==> config.mk <==
export PLATFORM = sky130hd
export DESIGN_NAME = uart_to_bram
export DESIGN_NICKNAME = d
export VERILOG_FILES = /design/src/rtl/anc_uart_pkg.sv /design/src/rtl/uart_rx_core.sv /design/src/rtl/uart_to_bram.sv
export SDC_FILE = /design/constraint.sdc
export NUM_CORES = 1
export LEC_CHECK = 0
export ABC_AREA = 1
export CAP_MARGIN = 20
export CORE_MARGIN = 4
export CORE_UTILIZATION = 45
export CTS_BUF_LIST = sky130_fd_sc_hd__clkbuf_2 sky130_fd_sc_hd__clkbuf_4 sky130_fd_sc_hd__clkbuf_8
export CTS_CLUSTER_SIZE = 10
export DETAILED_ROUTE_END_ITERATION = 8
export GPL_TIMING_DRIVEN = 0
export HOLD_SLACK_MARGIN = 0.12
export PLACE_DENSITY = 0.66
export SKIP_LAST_GASP = 1
export SLEW_MARGIN = 10
export SYNTH_ARGS = -nofsm -noshare
export SYNTH_HDL_FRONTEND = slang
export SYNTH_SLANG_ARGS = --single-unit
==> constraint.sdc <==
create_clock -name clk -period 1.8 [get_ports clk]
set_input_delay 0.45 -clock clk [delete_from_list [all_inputs] [get_ports clk]]
set_output_delay 0.45 -clock clk [all_outputs]
set_load 0.02 [all_outputs]
==> src/rtl/anc_uart_pkg.sv <==
// Shared state encoding, LED codes and bit-timing/parity helpers for the UART sample loader.
// Optional macro UART_RX_PARITY_EN selects even-parity framing (8E1) instead of 8N1.
package anc_uart_pkg;

    typedef enum logic [2:0] {
        ST_IDLE      = 3'd0,
        ST_START     = 3'd1,
        ST_DATA      = 3'd2,
        ST_PARITY    = 3'd3,
        ST_STOP      = 3'd4,
        ST_WAIT_HIGH = 3'd5,
        ST_WRITE     = 3'd6,
        ST_DONE      = 3'd7
    } state_t;

    localparam logic [3:0] LED_IDLE  = 4'b0001;
    localparam logic [3:0] LED_RX    = 4'b0010;
    localparam logic [3:0] LED_WRITE = 4'b0100;
    localparam logic [3:0] LED_DONE  = 4'b1000;

    function automatic int clks_per_bit(input int clk_freq, input int baud);
        return clk_freq / baud;
    endfunction

    // Even parity: the parity bit makes the total count of ones even.
    function automatic logic even_parity(input logic [7:0] data);
        return ^data;
    endfunction

endpackage

==> src/rtl/uart_rx_core.sv <==
// UART receive engine: rx synchronizer plus start/data/stop bit sequencing.
// With UART_RX_PARITY_EN defined, an even-parity bit is checked between D7 and the stop bit.
module uart_rx_core
    import anc_uart_pkg::*;
#(
    parameter int CLK_FREQ = 100000000,
    parameter int BAUD     = 115200
) (
    input  logic       clk,
    input  logic       reset_n,
    input  logic       enable,
    input  logic       rx_serial,
    output logic       byte_valid,
    output logic [7:0] byte_data,
    output logic       byte_err,
    output logic       busy
);

    localparam int CPB   = clks_per_bit(CLK_FREQ, BAUD);
    localparam int HALF  = CPB / 2;
    localparam int CNT_W = (CPB > 1) ? $clog2(CPB) : 1;

    logic [1:0]       sync_r;
    state_t           state_r;
    logic [CNT_W-1:0] cnt_r;
    logic [2:0]       bit_idx_r;
    logic [7:0]       shift_r;
    logic             par_ok_r;
    logic             rx_s;
    logic             bit_end_s;
    logic             mid_s;

    assign rx_s      = sync_r[1];
    assign bit_end_s = (cnt_r == CNT_W'(CPB - 1));
    assign mid_s     = (cnt_r == CNT_W'(HALF - 1));
    assign busy      = (state_r != ST_IDLE);

    // Two-flop synchronizer, preset to the idle-high line level.
    always_ff @(posedge clk or negedge reset_n) begin
        if (!reset_n) begin
            sync_r <= 2'b11;
        end else begin
            sync_r <= {sync_r[0], rx_serial};
        end
    end

    // Bit engine: frames one byte and emits a single-cycle valid or error pulse.
    always_ff @(posedge clk or negedge reset_n) begin
        if (!reset_n) begin
            state_r    <= ST_IDLE;
            cnt_r      <= {CNT_W{1'b0}};
            bit_idx_r  <= 3'd0;
            shift_r    <= 8'h00;
            par_ok_r   <= 1'b1;
            byte_valid <= 1'b0;
            byte_data  <= 8'h00;
            byte_err   <= 1'b0;
        end else begin
            byte_valid <= 1'b0;
            byte_err   <= 1'b0;
            case (state_r)
                ST_IDLE: begin
                    cnt_r <= {CNT_W{1'b0}};
                    if (enable && !rx_s) begin
                        state_r <= ST_START;
                    end
                end
                ST_START: begin
                    if (mid_s) begin
                        cnt_r <= {CNT_W{1'b0}};
                        if (!rx_s) begin
                            state_r   <= ST_DATA;
                            bit_idx_r <= 3'd0;
                            par_ok_r  <= 1'b1;
                        end else begin
                            state_r <= ST_IDLE;
                        end
                    end else begin
                        cnt_r <= cnt_r + CNT_W'(1);
                    end
                end
                ST_DATA: begin
                    if (bit_end_s) begin
                        cnt_r   <= {CNT_W{1'b0}};
                        shift_r <= {rx_s, shift_r[7:1]};
                        if (bit_idx_r == 3'd7) begin
`ifdef UART_RX_PARITY_EN
                            state_r <= ST_PARITY;
`else
                            state_r <= ST_STOP;
`endif
                        end else begin
                            bit_idx_r <= bit_idx_r + 3'd1;
                        end
                    end else begin
                        cnt_r <= cnt_r + CNT_W'(1);
                    end
                end
`ifdef UART_RX_PARITY_EN
                ST_PARITY: begin
                    if (bit_end_s) begin
                        cnt_r    <= {CNT_W{1'b0}};
                        par_ok_r <= (rx_s == even_parity(shift_r));
                        state_r  <= ST_STOP;
                    end else begin
                        cnt_r <= cnt_r + CNT_W'(1);
                    end
                end
`endif
                ST_STOP: begin
                    if (bit_end_s) begin
                        cnt_r <= {CNT_W{1'b0}};
                        if (rx_s) begin
                            state_r <= ST_IDLE;
                            if (par_ok_r) begin
                                byte_valid <= 1'b1;
                                byte_data  <= shift_r;
                            end else begin
                                byte_err <= 1'b1;
                            end
                        end else begin
                            // Line still low at stop: wait for it to release before hunting a new start.
                            byte_err <= 1'b1;
                            state_r  <= ST_WAIT_HIGH;
                        end
                    end else begin
                        cnt_r <= cnt_r + CNT_W'(1);
                    end
                end
                ST_WAIT_HIGH: begin
                    if (rx_s) begin
                        state_r <= ST_IDLE;
                    end else begin
                        state_r <= ST_WAIT_HIGH;
                    end
                end
                default: begin
                    state_r <= ST_IDLE;
                    cnt_r   <= {CNT_W{1'b0}};
                end
            endcase
        end
    end

endmodule

==> src/rtl/uart_to_bram.sv <==
// Loads DEPTH UART-received samples sequentially into BRAM port A, then raises load_done.
// Optional macro UART_RX_PARITY_EN (handled in uart_rx_core) enables even-parity framing.
module uart_to_bram
    import anc_uart_pkg::*;
#(
    parameter int CLK_FREQ = 100000000,
    parameter int BAUD     = 115200,
    parameter int DEPTH    = 1024,
    parameter int ADDR_W   = 32,
    parameter int DATA_W   = 8
) (
    input  logic              clk,
    input  logic              reset_n,
    input  logic              load,
    input  logic              rx_serial,
    output logic              ena,
    output logic              wea,
    output logic [ADDR_W-1:0] addr,
    output logic [DATA_W-1:0] din,
    output logic              load_done,
    output logic              frame_err,
    output logic [3:0]        debug_led
);

    state_t          state_r;
    logic [ADDR_W:0] ptr_r;
    logic            rx_enable_s;
    logic            byte_valid_s;
    logic [7:0]      byte_data_s;
    logic            byte_err_s;
    logic            rx_busy_s;

    // New frames are only accepted while loading is enabled and the buffer is not full.
    assign rx_enable_s = load && (state_r != ST_DONE);

    uart_rx_core #(
        .CLK_FREQ (CLK_FREQ),
        .BAUD     (BAUD)
    ) u_rx (
        .clk        (clk),
        .reset_n    (reset_n),
        .enable     (rx_enable_s),
        .rx_serial  (rx_serial),
        .byte_valid (byte_valid_s),
        .byte_data  (byte_data_s),
        .byte_err   (byte_err_s),
        .busy       (rx_busy_s)
    );

    // Write sequencing: one BRAM write per received byte until DEPTH samples are stored.
    always_ff @(posedge clk or negedge reset_n) begin
        if (!reset_n) begin
            state_r   <= ST_IDLE;
            ptr_r     <= {(ADDR_W+1){1'b0}};
            ena       <= 1'b0;
            wea       <= 1'b0;
            addr      <= {ADDR_W{1'b0}};
            din       <= {DATA_W{1'b0}};
            load_done <= 1'b0;
            frame_err <= 1'b0;
            debug_led <= LED_IDLE;
        end else begin
            ena <= 1'b0;
            wea <= 1'b0;
            if (byte_err_s) begin
                frame_err <= 1'b1;
            end
            case (state_r)
                ST_IDLE: begin
                    if (byte_valid_s) begin
                        state_r   <= ST_WRITE;
                        ena       <= 1'b1;
                        wea       <= 1'b1;
                        addr      <= ptr_r[ADDR_W-1:0];
                        din       <= byte_data_s;
                        ptr_r     <= ptr_r + (ADDR_W+1)'(1);
                        debug_led <= LED_WRITE;
                    end else begin
                        debug_led <= rx_busy_s ? LED_RX : LED_IDLE;
                    end
                end
                ST_WRITE: begin
                    if (ptr_r == (ADDR_W+1)'(DEPTH)) begin
                        state_r   <= ST_DONE;
                        load_done <= 1'b1;
                        debug_led <= LED_DONE;
                    end else begin
                        state_r   <= ST_IDLE;
                        debug_led <= rx_busy_s ? LED_RX : LED_IDLE;
                    end
                end
                ST_DONE: begin
                    load_done <= 1'b1;
                    debug_led <= LED_DONE;
                end
                default: begin
                    state_r   <= ST_IDLE;
                    debug_led <= LED_IDLE;
                end
            endcase
        end
    end

endmodule

==> impl_metrics.toml <==
[drt]
drc = 0
ant_nets = 0
wl_mm = 12.7
drtIter0Drc = 235
drt_first_pass_iters = 4
dr_total_vias = 4623
wl_per_cell_microns = 13.3
via_per_inst = 4.85

[yosys]
synth-async-reset-ratio_pct = 100
synth_top_cells_by_count = "258 x nand2_1, 114 x dfrtp_1, 72 x inv_1, 67 x nor2_1, 36 x nand3_1"
synth_edf_count = 0
synth_area_leader_cell = "dfrtp_1"
ys_ff_latch = 117
yosysSeqAreaShare_pct = 51.8
synth_xor_area_share_pct = 2.78
yosys.area.top_type_share_pct = 50.4
synthAdderAreaFrac_pct = 1.33
yosys-top-cells-area = "dfrtp_1 50%, nand2_1 17%, inv_1 4.8%"
yosysMostFrequentCell = "nand2_1"
synth_area_sq_mm = 0.00566
yosys.area_share.simple_pct = 30.8
synth_compound_area_share_pct = 6.45
synthCells = 701
synth.area.mux_share_pct = 0
synth.avg_cell_area_sq_um = 8.08
ys_warn_count = 0
synth_top_family_by_area = "simple AND/OR/NAND/NOR gates"
synth.distinct_cells = 34
synth_flop_cell = "dfrtp_1"
synth_nets = 711

[pwr]
total_power_mw = 5.83
powerDensity_mw_per_mm2 = 861
max-vdd-ir-drop_v = 0.000697
leakagePower_nw = 3.46

[critical_path]
critical_path_class = "reg2out"
start_kind = "flip-flop"
cpLargestDelayFamily = "flip-flops"
cp.arrival_ns = 1.29
crit_buf_inv = 1
cp_cell_sequence = "dlygate4sd2_1"
critPathMaxFanout = 1
rrSetupSlack_ns = 0.16
worst_path_largest_cell_delay_ns = 0.52
crit_slowest_cell = "dfstp_2"
critPathCaptureType = "primary output"
critPathRequiredTime_ns = 1.35

[cts]
cts_root_buffer = "clkbuf_8"
cts_tree = "built"
clkSlewWorstSetupHoldPaths_ns = 0.07
clock_sinks = 117
cts_made_buffers = 17
cts_buffer_depth = 2
clk_latency_ns = 0.45
postCtsSetupBuffers = 0
h-tree-depth = 4

[final_layout]
multiInputGateArea_sq_mm = 0.00234
seqCellArea_sq_mm = 0.00293
final_area_sq_mm = 0.00677
nNetsFinal = 783
nFillCells = 1126
synthToLayoutAreaGrowth_pct = 19.5
diodes = 0
drive_above_1_share_pct = 12.7

[floorplanning]
dieWidth_microns = 120
dieArea_sq_mm = 0.0144
die_height_microns = 120
fp-row-count = 40
initial_core_util_pct = 46.6
coreArea_sq_mm = 0.0122
pin_count = 52

[global_routing]
grt_max_degree = 83
antenna_found_initial = 0
grt_use_met1_pct = 23.1
grt_util_met3_pct = 4.63
grt_first_pass_wirelength_mm = 21.1
busiest_layer = "met2"
grt.overflow.total = 0
first_global_vias = 4494
gr-usage-met2_pct = 30.0
grtUsageTotal_pct = 18.5

[place]
io_buffers = 51
gp_congestion = 0.931
placed_area_sq_mm = 0.00641
dp_hpwl_mm = 9.29

[sta]
setup_violations = 0
hold_violations = 0
worst_hold_slack_ns = 0.357
rsz0062_at_grt = "false"
clock_skew_ns = 0.0106
slew_viol_final = 0
finalCriticalPeriod_ns = 1.74
period_share_pct = 96.5
worst_pin_slew_ns = 0.427
relSlewSlack_pct = 71.3
fmax_ghz = 0.575

[min_path]
hold_class = "reg2reg"

[outcome]
run_status = "finished clean"

[job]
maxCapViolations = 0
## per-stage QoR
| stage | worst slack (ns) | setup TNS (ns) | util, % | instances |
|---|---|---|---|---|
| CTS | 0.0261 | 0 | 55.6 | 954 |
| floorplan | 0.372 | 0 | - | 701 |
| global placement | -4.27 | -493.81 | 52.5 | 920 |
| global route | 0.00161 | 0 | 55.7 | 954 |
| finish | 0.0622 | 0 | 55.7 | 954 |
| detailed placement | 0.146 | 0 | 52.7 | 921 |
## cells by family (layout without fill, tap and decap cells)
logic type	after synthesis	count (layout)
AND/OR/NAND/NOR	407	407
XOR/XNOR	18	18
flip-flops	117	117
AO/OA/AOI/OAI	60	60
buffers and inverters	93	178
adder cells (fa/ha/maj)	6	6
## state kept, by name (all words and copies together) (netlist names)
| register | cells |
|---|---|
| u_rx.byte_data | 8 |
| u_rx.cnt_r | 10 |
| u_rx.shift_r | 8 |
| din | 8 |
| u_rx.byte_err | 1 |
| addr | 32 |
| ptr_r | 33 |
| frame_err | 1 |
| u_rx.sync_r | 2 |
| load_done | 1 |
| u_rx.state_r | 3 |
| u_rx.bit_idx_r | 3 |
| u_rx.byte_valid | 1 |
| debug_led | 4 |
| state_r | 2 |
## routing by layer
layer | vias to the layer above | share of wire (%)
met5 | - | 0
met4 | 0 | 3.0
met3 | 33 | 3.7
met2 | 80 | 48
met1 | 2179 | 46
li1 | 2331 | -
## path summary, 6_finish.rpt
kind | from | end | cells past startpoint
max reg2reg | u_rx.cnt_r[0]$_DFFE_PN0N_ | u_rx.shift_r[7]$_DFFE_PN0P_ | 9
max in group asynchronous | reset_n | u_rx.sync_r[0]$_DFF_PN1_ | 3
max | debug_led[0]$_DFF_PN1_ | debug_led[0] | 1
min in group asynchronous | reset_n | ptr_r[19]$_DFFE_PN0P_ | 2
min | u_rx.sync_r[0]$_DFF_PN1_ | u_rx.sync_r[1]$_DFF_PN1_ | 0
min reg2reg | u_rx.sync_r[0]$_DFF_PN1_ | u_rx.sync_r[1]$_DFF_PN1_ | 0
## repair_timing
item | 4_1_cts | 5_1_grt
cloned | 0 | 0
endpoints found under the setup margin | 48 | 1
gates resized for setup | 48 | 2
hold buffers | 1 | 0
endpoints found under the hold margin | 35 | 0
## power breakdown
group	switching [mW]	internal (mW)
logic	0.398	0.172
registers	0.0767	2.72
clock network	1.02	1.44
total	1.49	4.33
## cells in the final DEF, fill, tap and decap left out, types with 2 or more instances in the layout
master	synthesis	final
nor3_1	6	6
nor2_1	67	67
a21boi_1	2	2
buf_2	9	9
nor2_2	8	8
o21ai_2	15	15
inv_2	5	5
nand2_2	8	8
clkinv_2	0	2
a21oi_1	7	7
dfstp_2	3	3
dfrtp_1	114	114
clkbuf_4	0	7
bufinv_16	0	2
o21ai_0	33	33
ha_1	6	6
buf_6	2	3
clkbuf_8	0	20
xor2_1	15	15
inv_1	72	72
nor2_4	6	6
dlygate4sd2_1	0	48
xnor2_1	3	3
nand3_1	36	36
clkdlybuf4s50_1	0	2
nand2_1	258	258
buf_4	3	3
nand4_1	10	10
## cell type report
type | count | share of cell area (%)
clock buffers | 27 | 4.84
flip-flops and latches | 117 | 43.3
plain buffers | 16 | 1.46
multi-input cells | 491 | 34.6
well taps | 168 | 3.11
clock inverters | 5 | 1.15
inverters | 77 | 4.27
repair buffers | 53 | 7.23
No activity file was read; power rests on OpenSTA's default activity.
